### config.mk
export PLATFORM = sky130hd
export DESIGN_NAME = boruhatti_denetleyici
export DESIGN_NICKNAME = d
export VERILOG_FILES = /design/src/rtl/boruhatti_denetleyici.sv
export SDC_FILE = /design/constraint.sdc
export NUM_CORES = 1
export LEC_CHECK = 0
export CAP_MARGIN = 5
export CORE_AREA = 5 5 112 88
export DETAILED_ROUTE_END_ITERATION = 10
export DIE_AREA = 0 0 117 93
export GPL_ROUTABILITY_DRIVEN = 0
export PLACE_DENSITY_LB_ADDON = 0.25
export SLEW_MARGIN = 25
export SYNTH_ARGS = -nofsm -noshare
export SYNTH_HDL_FRONTEND = slang
export SYNTH_SLANG_ARGS = --single-unit
### constraint.sdc
create_clock -name clk -period 3.25 [get_ports clk]
set_clock_uncertainty 0.2 [all_clocks]
set_input_delay 0.325 -clock clk [delete_from_list [all_inputs] [get_ports clk]]
set_output_delay 0.325 -clock clk [all_outputs]
set_load 0.005 [all_outputs]
### src/rtl/boruhatti_denetleyici.sv
// boruhatti_denetleyici: gathers eight serial operands, presents them to an
// external fixed-latency datapath, waits for its result and hands the
// captured result downstream over a valid/ready handshake.
//
// Ports:
//   clk, rst_n      - clock, asynchronous active-low reset
//   veri            - serial operand stream (N bits)
//   veri_gecerli    - veri valid
//   veri_hazir      - block accepts an operand this cycle (registered)
//   sayilar         - eight operand slots to the datapath, slot k at [(k+1)N-1:kN]
//   giris_etkin     - datapath enable (registered)
//   sonuc           - datapath result (N+2 bits)
//   cikis           - captured result (N+2 bits)
//   cikis_gecerli   - cikis valid (registered)
//   cikis_hazir     - downstream accepts cikis
//   islem_sayisi    - completed operation count
//
// Optional feature: define ISLEM_SAYACI_EN to build the 16-bit operation
// counter; otherwise islem_sayisi is tied to zero and no flops are built.

module boruhatti_denetleyici #(
  parameter int unsigned N       = 8,
  parameter int unsigned GECIKME = 3
) (
  input  logic             clk,
  input  logic             rst_n,
  input  logic [N-1:0]     veri,
  input  logic             veri_gecerli,
  output logic             veri_hazir,
  output logic [8*N-1:0]   sayilar,
  output logic             giris_etkin,
  input  logic [N+1:0]     sonuc,
  output logic [N+1:0]     cikis,
  output logic             cikis_gecerli,
  input  logic             cikis_hazir,
  output logic [15:0]      islem_sayisi
);

  localparam int unsigned CW = 4;

  typedef enum logic [1:0] {TOPLA, GONDER, BEKLE, SUN} durum_t;

  durum_t          durum;
  durum_t          durum_next;
  logic [2:0]      idx;
  logic [CW-1:0]   sayac;
  logic            kabul;

  // An operand is taken only while collecting and both sides agree.
  assign kabul = veri_gecerli && veri_hazir && (durum == TOPLA);

  // Next-state decode; the registered outputs are derived from it.
  always_comb begin
    durum_next = durum;
    case (durum)
      TOPLA:  if (kabul && (idx == 3'd7)) durum_next = GONDER;
      GONDER: durum_next = BEKLE;
      BEKLE:  if (sayac <= CW'(1)) durum_next = SUN;
      SUN:    if (cikis_hazir) durum_next = TOPLA;
      default: durum_next = TOPLA;
    endcase
  end

  // State, operand slots, wait counter and registered outputs.
  always_ff @(posedge clk or negedge rst_n) begin
    if (!rst_n) begin
      durum         <= TOPLA;
      idx           <= 3'd0;
      sayac         <= '0;
      sayilar       <= '0;
      cikis         <= '0;
      giris_etkin   <= 1'b0;
      veri_hazir    <= 1'b0;
      cikis_gecerli <= 1'b0;
    end else begin
      durum         <= durum_next;
      veri_hazir    <= (durum_next == TOPLA);
      cikis_gecerli <= (durum_next == SUN);
      giris_etkin   <= (durum_next == GONDER) || (durum_next == BEKLE);

      if (kabul) begin
        sayilar[32'(idx)*N +: N] <= veri;
        idx                      <= idx + 3'd1;   // wraps to 0 after the 8th beat
      end

      if (durum == GONDER) begin
        sayac <= CW'(GECIKME);
      end else if (durum == BEKLE) begin
        sayac <= sayac - CW'(1);
      end

      // Capture exactly on the BEKLE->SUN transition so cikis stays put in SUN.
      if ((durum == BEKLE) && (durum_next == SUN)) begin
        cikis <= sonuc;
      end
    end
  end

`ifdef ISLEM_SAYACI_EN
  // Counts SUN handshakes; wraps naturally at 16 bits.
  always_ff @(posedge clk or negedge rst_n) begin
    if (!rst_n) begin
      islem_sayisi <= 16'd0;
    end else if ((durum == SUN) && cikis_hazir) begin
      islem_sayisi <= islem_sayisi + 16'd1;
    end
  end
`else
  assign islem_sayisi = 16'd0;
`endif

endmodule
==> results.md, run 1 <==
- Post-Synthesis Cells: roughly 260
- Routed vias: 2,410
- Number of maximum-capacitance violations: 0
- Critical Path Sink Type: register
- Slowest Stage Delay on Critical Path: 0.70 ns
- Starting DRC count in detailed routing: between 50 and 60
- Buffers and inverters on the worst path: 1
- Row count: 30
- Global-route wire length before repair: 13,400 microns
- Clock network fraction of design power: ~20%
- Remaining design rule violation count: 0
- Routed WL per cell: 16.8 microns
- Total clock buffers created by CTS: 9
- Post-route setup slack: roughly 0.35 ns
- CTS Buffer Depth: 2
- DP Worst Slack: between 0.3 and 0.4 ns
- Cell family with most CP delay: simple AND/OR/NAND/NOR gates
- Internal power contribution: approximately 3.3 mW
- Post-route minimum period: about 2.9 ns
- Final hold slack: 0.303 ns
- Mapped Avg Cell Area: 14.3 sq um
- Slowest-stage cell, CP: sky130_fd_sc_hd__or4b_1
- Net Switching: 1.41 mW
- Post-CTS setup repair buffer count: 0
- Total Nets Final: 405
- Maximum fanout along the worst path: 10
- Skew-Pair Late Insertion Delay: 0.32 ns
- Initial DRT Pass Iterations: 4
- Placed cell area: 4830 sq um
- Actual slew at the worst max-slew pin: 0.766 ns
- Total length of routed wires: 8190 microns
- Cell type with the highest occurrence count on the critical path: sky130_fd_sc_hd__ha_1
- Setup repair after global routing missed its margin: no
- Post-route cell area: 5110 sq um
- Arrival @ worst endpoint: 2.91 ns
- Crit share post-route: between 80% and 90%
- Warnings, synthesis: 0
- Number of I/O pins: around 120
- Part of the power in registers: between 30 and 40%
- Number of buffers added to fix hold violations after cts: 1
- Fraction of final layout cells with drive strength greater than 1: 26.7%
- Via count of the first global-routing pass: between 2,000 and 2,500
- Total Die Area: ~11,000 sq um
- Number of max-slew violations in the final report: 0
- Maximum clock frequency: 0.345 GHz
- Setup TNS: 0 ns
- Pwr per Cell Area: 916 nW/um^2
- Maximum number of pins on one net before global-route repair: 87
- Worst VDD drop: 0.423 mV
- Setup Viol. Count Final: 0
- Chip height: 93 microns
- Sequential-to-total area share from yosys stat: 56.9%
- Post-CTS sizing: 0
- Number of levels the H-tree was split into: 3
- Status: complete, no violations
- Initial antenna violation count: 0
- Endpoint required time on the critical path: 3.26 ns
- Number of synthesized register bits: 86
- Cell count after placement: 470
- Number of distinct library cells after synthesis: 36
- Final core utilization: 58.7%
- Final antenna-violating net count: 0
- Clock Sinks: 86
- Startpoint Class: register
- Share of the synthesized area in the top cell type: 56.9%
- Die width: 117 microns
- Area growth from synthesis to layout: 35.2%
- Worst Path Class, Setup: reg -> reg
- Syn Std Cell Area: 3780 sq um
- Total power after layout: around 4.7 mW
- DP HPWL: between 5000 and 6000 microns
- Cell taking the most area after synthesis: sky130_fd_sc_hd__dfrtp_1
- Clock root cell: sky130_fd_sc_hd__clkbuf_16
- Total global-route track usage: 15.9%
- Worst-case headroom to the max-slew limit: 48.9%
- Standby leakage power: 2.35 nW
- List of cells traversed by the critical path: inv_1 -> ha_1 -> ha_1 -> nand4_1 -> or4b_1 -> mux2_2
- TritonCTS clock tree: yes
- Number of port buffers: slightly below 100
- Effective utilization at floorplan: 43.4%
- Hold violation count in the final report: 0
- Vias per inst: 4.95
- Inserted Diodes: 0
- Grt ovf: 0
- Largest cells by area after synthesis: sky130_fd_sc_hd__dfrtp_1 (57%), sky130_fd_sc_hd__mux2_2 (20%), sky130_fd_sc_hd__ha_1 (4.3%)
- Hold/Removal Path Class: reg -> reg
- Reg clk slew, reported paths: 0.06 ns
- Non-Filler Instances: 487
- Sw Share: 30.1%
- Logic pwr share: a little over two fifths
- Core Footprint: 8710 sq um
==> layer usage <==
layer / vias to the layer above / track usage (%) / share of wire [%] / wire, microns
li1: 1103 / - / - / -
met1: 1234 / 22.3 / 46 / 3760
met2: 68 / 24.7 / 48 / 3940
met3: 5 / 4.33 / 5.5 / 450
met4: 0 / 4.01 / 0.51 / 42
met5: - / 0 / 0 / 0
==> state kept, by name, indices dropped and copies added (netlist names) <==
name / cells
giris_etkin: 1
cikis_gecerli: 1
durum: 2
veri_hazir: 1
cikis: 10
idx: 3
sayac: 4
sayilar: 64
==> cells by family after synthesis <==
group,count (synthesis),share of synthesized area (%)
adders and majority gates,13,4.30
muxes,76,23.5
DFF,86,56.9
other,1,0.0991
xor gates and xnor gates,1,0.232
AOI/OAI and AO/OA,11,2.08
and+or+nand+nor,44,7.74
buffers and inverters,32,5.16
==> Yosys cell counts, drive strengths merged <==
| master | number |
|---|---|
| dfrtp | 86 |
| o32a | 1 |
| nand3b | 1 |
| or3 | 3 |
| or3b | 2 |
| mux2 | 75 |
| nand2 | 4 |
| ha | 13 |
| a31oi | 1 |
| nor4 | 3 |
| xnor2 | 1 |
| nand4 | 2 |
| inv | 10 |
| nor3 | 2 |
| o21ai | 3 |
| mux2i | 1 |
| buf | 21 |
| nand3 | 1 |
| conb | 1 |
| o32ai | 1 |
| and3 | 3 |
| nor2b | 2 |
| o22a | 1 |
| and2 | 11 |
| nor2 | 8 |
| o2111a | 1 |
| or2 | 1 |
| o22ai | 3 |
| clkbuf | 1 |
| or4b | 1 |
==> worst reg2reg max path, stage by stage (launching register included) <==
cell and delay [ns]:
sky130_fd_sc_hd__dfrtp_1 0.51, sky130_fd_sc_hd__inv_1 0.13, sky130_fd_sc_hd__ha_1 0.23, sky130_fd_sc_hd__ha_1 0.45, sky130_fd_sc_hd__nand4_1 0.21, sky130_fd_sc_hd__or4b_1 0.70, sky130_fd_sc_hd__mux2_2 0.35
==> final cells by class <==
class,instances,area (sq um)
Clock buffer,11,243
Clock inverter,5,33.8
Fill cell,741,3600
Inverter,10,37.5
Multi-Input combinational cell,161,1490
Sequential cell,86,2150
Tap cell,112,140
Timing Repair Buffer,102,1010
==> cell usage in the layout, fill, tap and decap left out, types with 2 or more instances in the layout <==
cell	n
sky130_fd_sc_hd__mux2_2	66
sky130_fd_sc_hd__buf_4	3
sky130_fd_sc_hd__inv_1	10
sky130_fd_sc_hd__nor4_4	2
sky130_fd_sc_hd__o21ai_0	3
sky130_fd_sc_hd__o22ai_1	3
sky130_fd_sc_hd__and2_1	11
sky130_fd_sc_hd__clkbuf_16	9
sky130_fd_sc_hd__or3_1	3
sky130_fd_sc_hd__clkdlybuf4s50_1	97
sky130_fd_sc_hd__and3_1	3
sky130_fd_sc_hd__dfrtp_1	86
sky130_fd_sc_hd__nor2_1	8
sky130_fd_sc_hd__clkinvlp_4	2
sky130_fd_sc_hd__conb_1	16
sky130_fd_sc_hd__nand4_1	2
sky130_fd_sc_hd__nor2b_1	2
sky130_fd_sc_hd__ha_1	13
sky130_fd_sc_hd__mux2_4	9
sky130_fd_sc_hd__nand2_1	4
sky130_fd_sc_hd__clkinv_2	2
==> worst paths after layout <==
path	startpoint	to	slack (ns)	cells after the start
worst max-delay path	idx[0]	sayilar[38]	0.35	6
worst min register to register	sayilar[13]	sayilar[13]	0.30	1
max in group asynchronous	rst_n	sayilar[36]	1.90	2
worst max register to register	idx[0]	sayilar[38]	0.35	6
min in group asynchronous	rst_n	sayilar[9]	0.44	2
worst min-delay path	sayilar[13]	sayilar[13]	0.30	1
==> power by group through the flow <==
stage	logic [mW]	clock network (mW)	registers, mW
floorplan	0.931	0	1.78
global placement	1.94	0	1.78
detailed placement	1.99	0	1.79
CTS	2.00	0.975	1.78
global route	2.14	1.03	1.83
finish	1.96	0.943	1.77
Power figures use the tool's default switching activity.
==> run 2, diff against run 1 <==
--- a/config.mk
+++ b/config.mk
@@ -6,11 +6,12 @@
 export NUM_CORES = 1
 export LEC_CHECK = 0
 export CAP_MARGIN = 5
-export CORE_AREA = 5 5 112 88
+export CORE_AREA = 2 2 109 85
 export DETAILED_ROUTE_END_ITERATION = 10
-export DIE_AREA = 0 0 117 93
+export DIE_AREA = 0 0 111 87
 export GPL_ROUTABILITY_DRIVEN = 0
 export PLACE_DENSITY_LB_ADDON = 0.25
+export REMOVE_ABC_BUFFERS = 1
 export SLEW_MARGIN = 25
 export SYNTH_ARGS = -nofsm -noshare
 export SYNTH_HDL_FRONTEND = slang
==> results.md, run 2 (same netlist as run 1, synthesis figures left out) <==
- Skew-Pair Late Insertion Delay: roughly 0.33 ns
- Maximum clock frequency: 0.347 GHz
- DP HPWL: around 5600 microns
- Effective utilization at floorplan: 43.6%
- Die width: 111 microns
- Total Die Area: a little under 10,000 sq um
- Via count of the first global-routing pass: 2,553
- Worst-case headroom to the max-slew limit: 49.4%
- Pwr per Cell Area: just over 900 nW/um^2
- Grt ovf: 0
- Startpoint Class: register
- Setup repair after global routing missed its margin: no
- Setup TNS: 0 ns
- Arrival @ worst endpoint: just under 3 ns
- Number of maximum-capacitance violations: 0
- Area growth from synthesis to layout: 35.7%
- Number of port buffers: 98
- Total global-route track usage: 17.5%
- Worst VDD drop: approximately 0.38 mV
- Final core utilization: roughly three fifths
- Crit share post-route: 88.8%
- Max reg flops: 64
- Fraction of final layout cells with drive strength greater than 1: 26.7%
- Slowest Stage Delay on Critical Path: 0.70 ns
- Post-CTS sizing: 0
- DP Worst Slack: 0.316 ns
- Total Nets Final: 405
- Number of I/O pins: 115
- Routed vias: around 2,400
- Vias per inst: 4.94
- Cell type with the highest occurrence count on the critical path: sky130_fd_sc_hd__ha_1
- Routed WL per cell: 16.5 microns
- Endpoint required time on the critical path: 3.26 ns
- Worst Path Class, Setup: reg -> reg
- Number of buffers added to fix hold violations after cts: 1
- Starting DRC count in detailed routing: 103
- Reg clk slew, reported paths: roughly 0.060 ns
- Post-route setup slack: 0.364 ns
- FILL cells: approximately 730
- Status: complete, no violations
- Post-route minimum period: 2.89 ns
- Standby leakage power: 2.35 nW
- Number of max-slew violations in the final report: 0
- Setup Viol. Count Final: 0
- Remaining design rule violation count: 0
- List of cells traversed by the critical path: inv_1 -> ha_1 -> ha_1 -> nand4_1 -> or4b_1 -> mux2_2
- Inserted Diodes: 0
- Clock Sinks: 86
- Hold/Removal Path Class: reg -> reg
- Critical Path Sink Type: register
- Maximum number of pins on one net before global-route repair: a little under 90
- Initial antenna violation count: 0
- Total length of routed wires: ~8000 microns
- Most frequent cells in the layout: sky130_fd_sc_hd__clkdlybuf4s50_1 (97), sky130_fd_sc_hd__dfrtp_1 (86), sky130_fd_sc_hd__mux2_2 (66), sky130_fd_sc_hd__conb_1 (16), sky130_fd_sc_hd__ha_1 (13)
- Row count: 30
- Post-CTS setup repair buffer count: 0
- Clock root cell: sky130_fd_sc_hd__clkbuf_16
- Initial DRT Pass Iterations: 4
- CTS Buffer Depth: 2
- Number of levels the H-tree was split into: 3
- TritonCTS clock tree: yes
- Actual slew at the worst max-slew pin: around 0.76 ns
- Largest register by flop count: sayilar
- Slowest-stage cell, CP: sky130_fd_sc_hd__or4b_1
- Total power after layout: 4.76 mW
- Biggest registers after layout: sayilar x64, cikis x10, sayac x4
- Maximum fanout along the worst path: 10
- Most frequent standard cell in the layout excluding fill and tap cells: sky130_fd_sc_hd__clkdlybuf4s50_1
- Final antenna-violating net count: 0
- Core Footprint: 8670 sq um
- Global-route wire length before repair: 13,200 microns
- Total clock buffers created by CTS: 9
- Chip height: between 80 and 90 microns
- Hold violation count in the final report: 0
-- run 2: per-stage QoR --
step	cells	instance area (sq um)	hold slack [ns]
after floorplan	257	3680	-0.171
after global placement	470	4820	0.287
after detailed placement	470	4830	0.243
after CTS	486	5130	0.308
after global routing	486	5130	0.315
final	486	5130	0.307
-- run 2: critical path, delay by kind of cell, from the launching register on --
| kind | cells | cell delay (ns) |
|---|---|---|
| adder cells (fa/ha/maj) | 2 | 0.69 |
| AND/OR/NAND/NOR | 2 | 0.91 |
| buffers and inverters | 1 | 0.12 |
| multiplexers | 1 | 0.35 |
| flip-flops | 1 | 0.50 |
-- run 2: routing by layer --
layer | vias up | track usage, % | wire length, microns
li1 | 1102 | - | -
met2 | 71 | 28.7 | 3740
met4 | 0 | 7.05 | 136
met1 | 1215 | 23.0 | 3730
met3 | 13 | 3.97 | 407
met5 | - | 0 | 0
-- run 2: final timing paths --
kind / from / end / slack (ns) / cells past startpoint
max: idx[0] / sayilar[38] / 0.36 / 6
min: sayilar[14] / sayilar[14] / 0.31 / 1
max reg2reg: idx[0] / sayilar[38] / 0.36 / 6
min reg2reg: sayilar[14] / sayilar[14] / 0.31 / 1
max in group asynchronous: rst_n / sayilar[20] / 1.90 / 2
min in group asynchronous: rst_n / sayilar[61] / 0.45 / 2
-- run 2: report_power, final --
group          leakage [nW]  internal, mW  switching (mW)  total, mW
Combinational          1.12          1.23           0.737       1.97
Sequential             1.09          1.51           0.263       1.77
Clock                 0.141         0.613           0.404       1.02
-- run 2: final cells by class --
cell class	count	area, sq um	share of cell area, %
flip-flops and latches	86	2150	41.9
inverters	10	37.5	0.731
multi-input cells	161	1490	29.1
clock inverters	5	58.8	1.15
repair buffers	102	1010	19.8
well taps	112	140	2.73
clock buffers	10	239	4.66
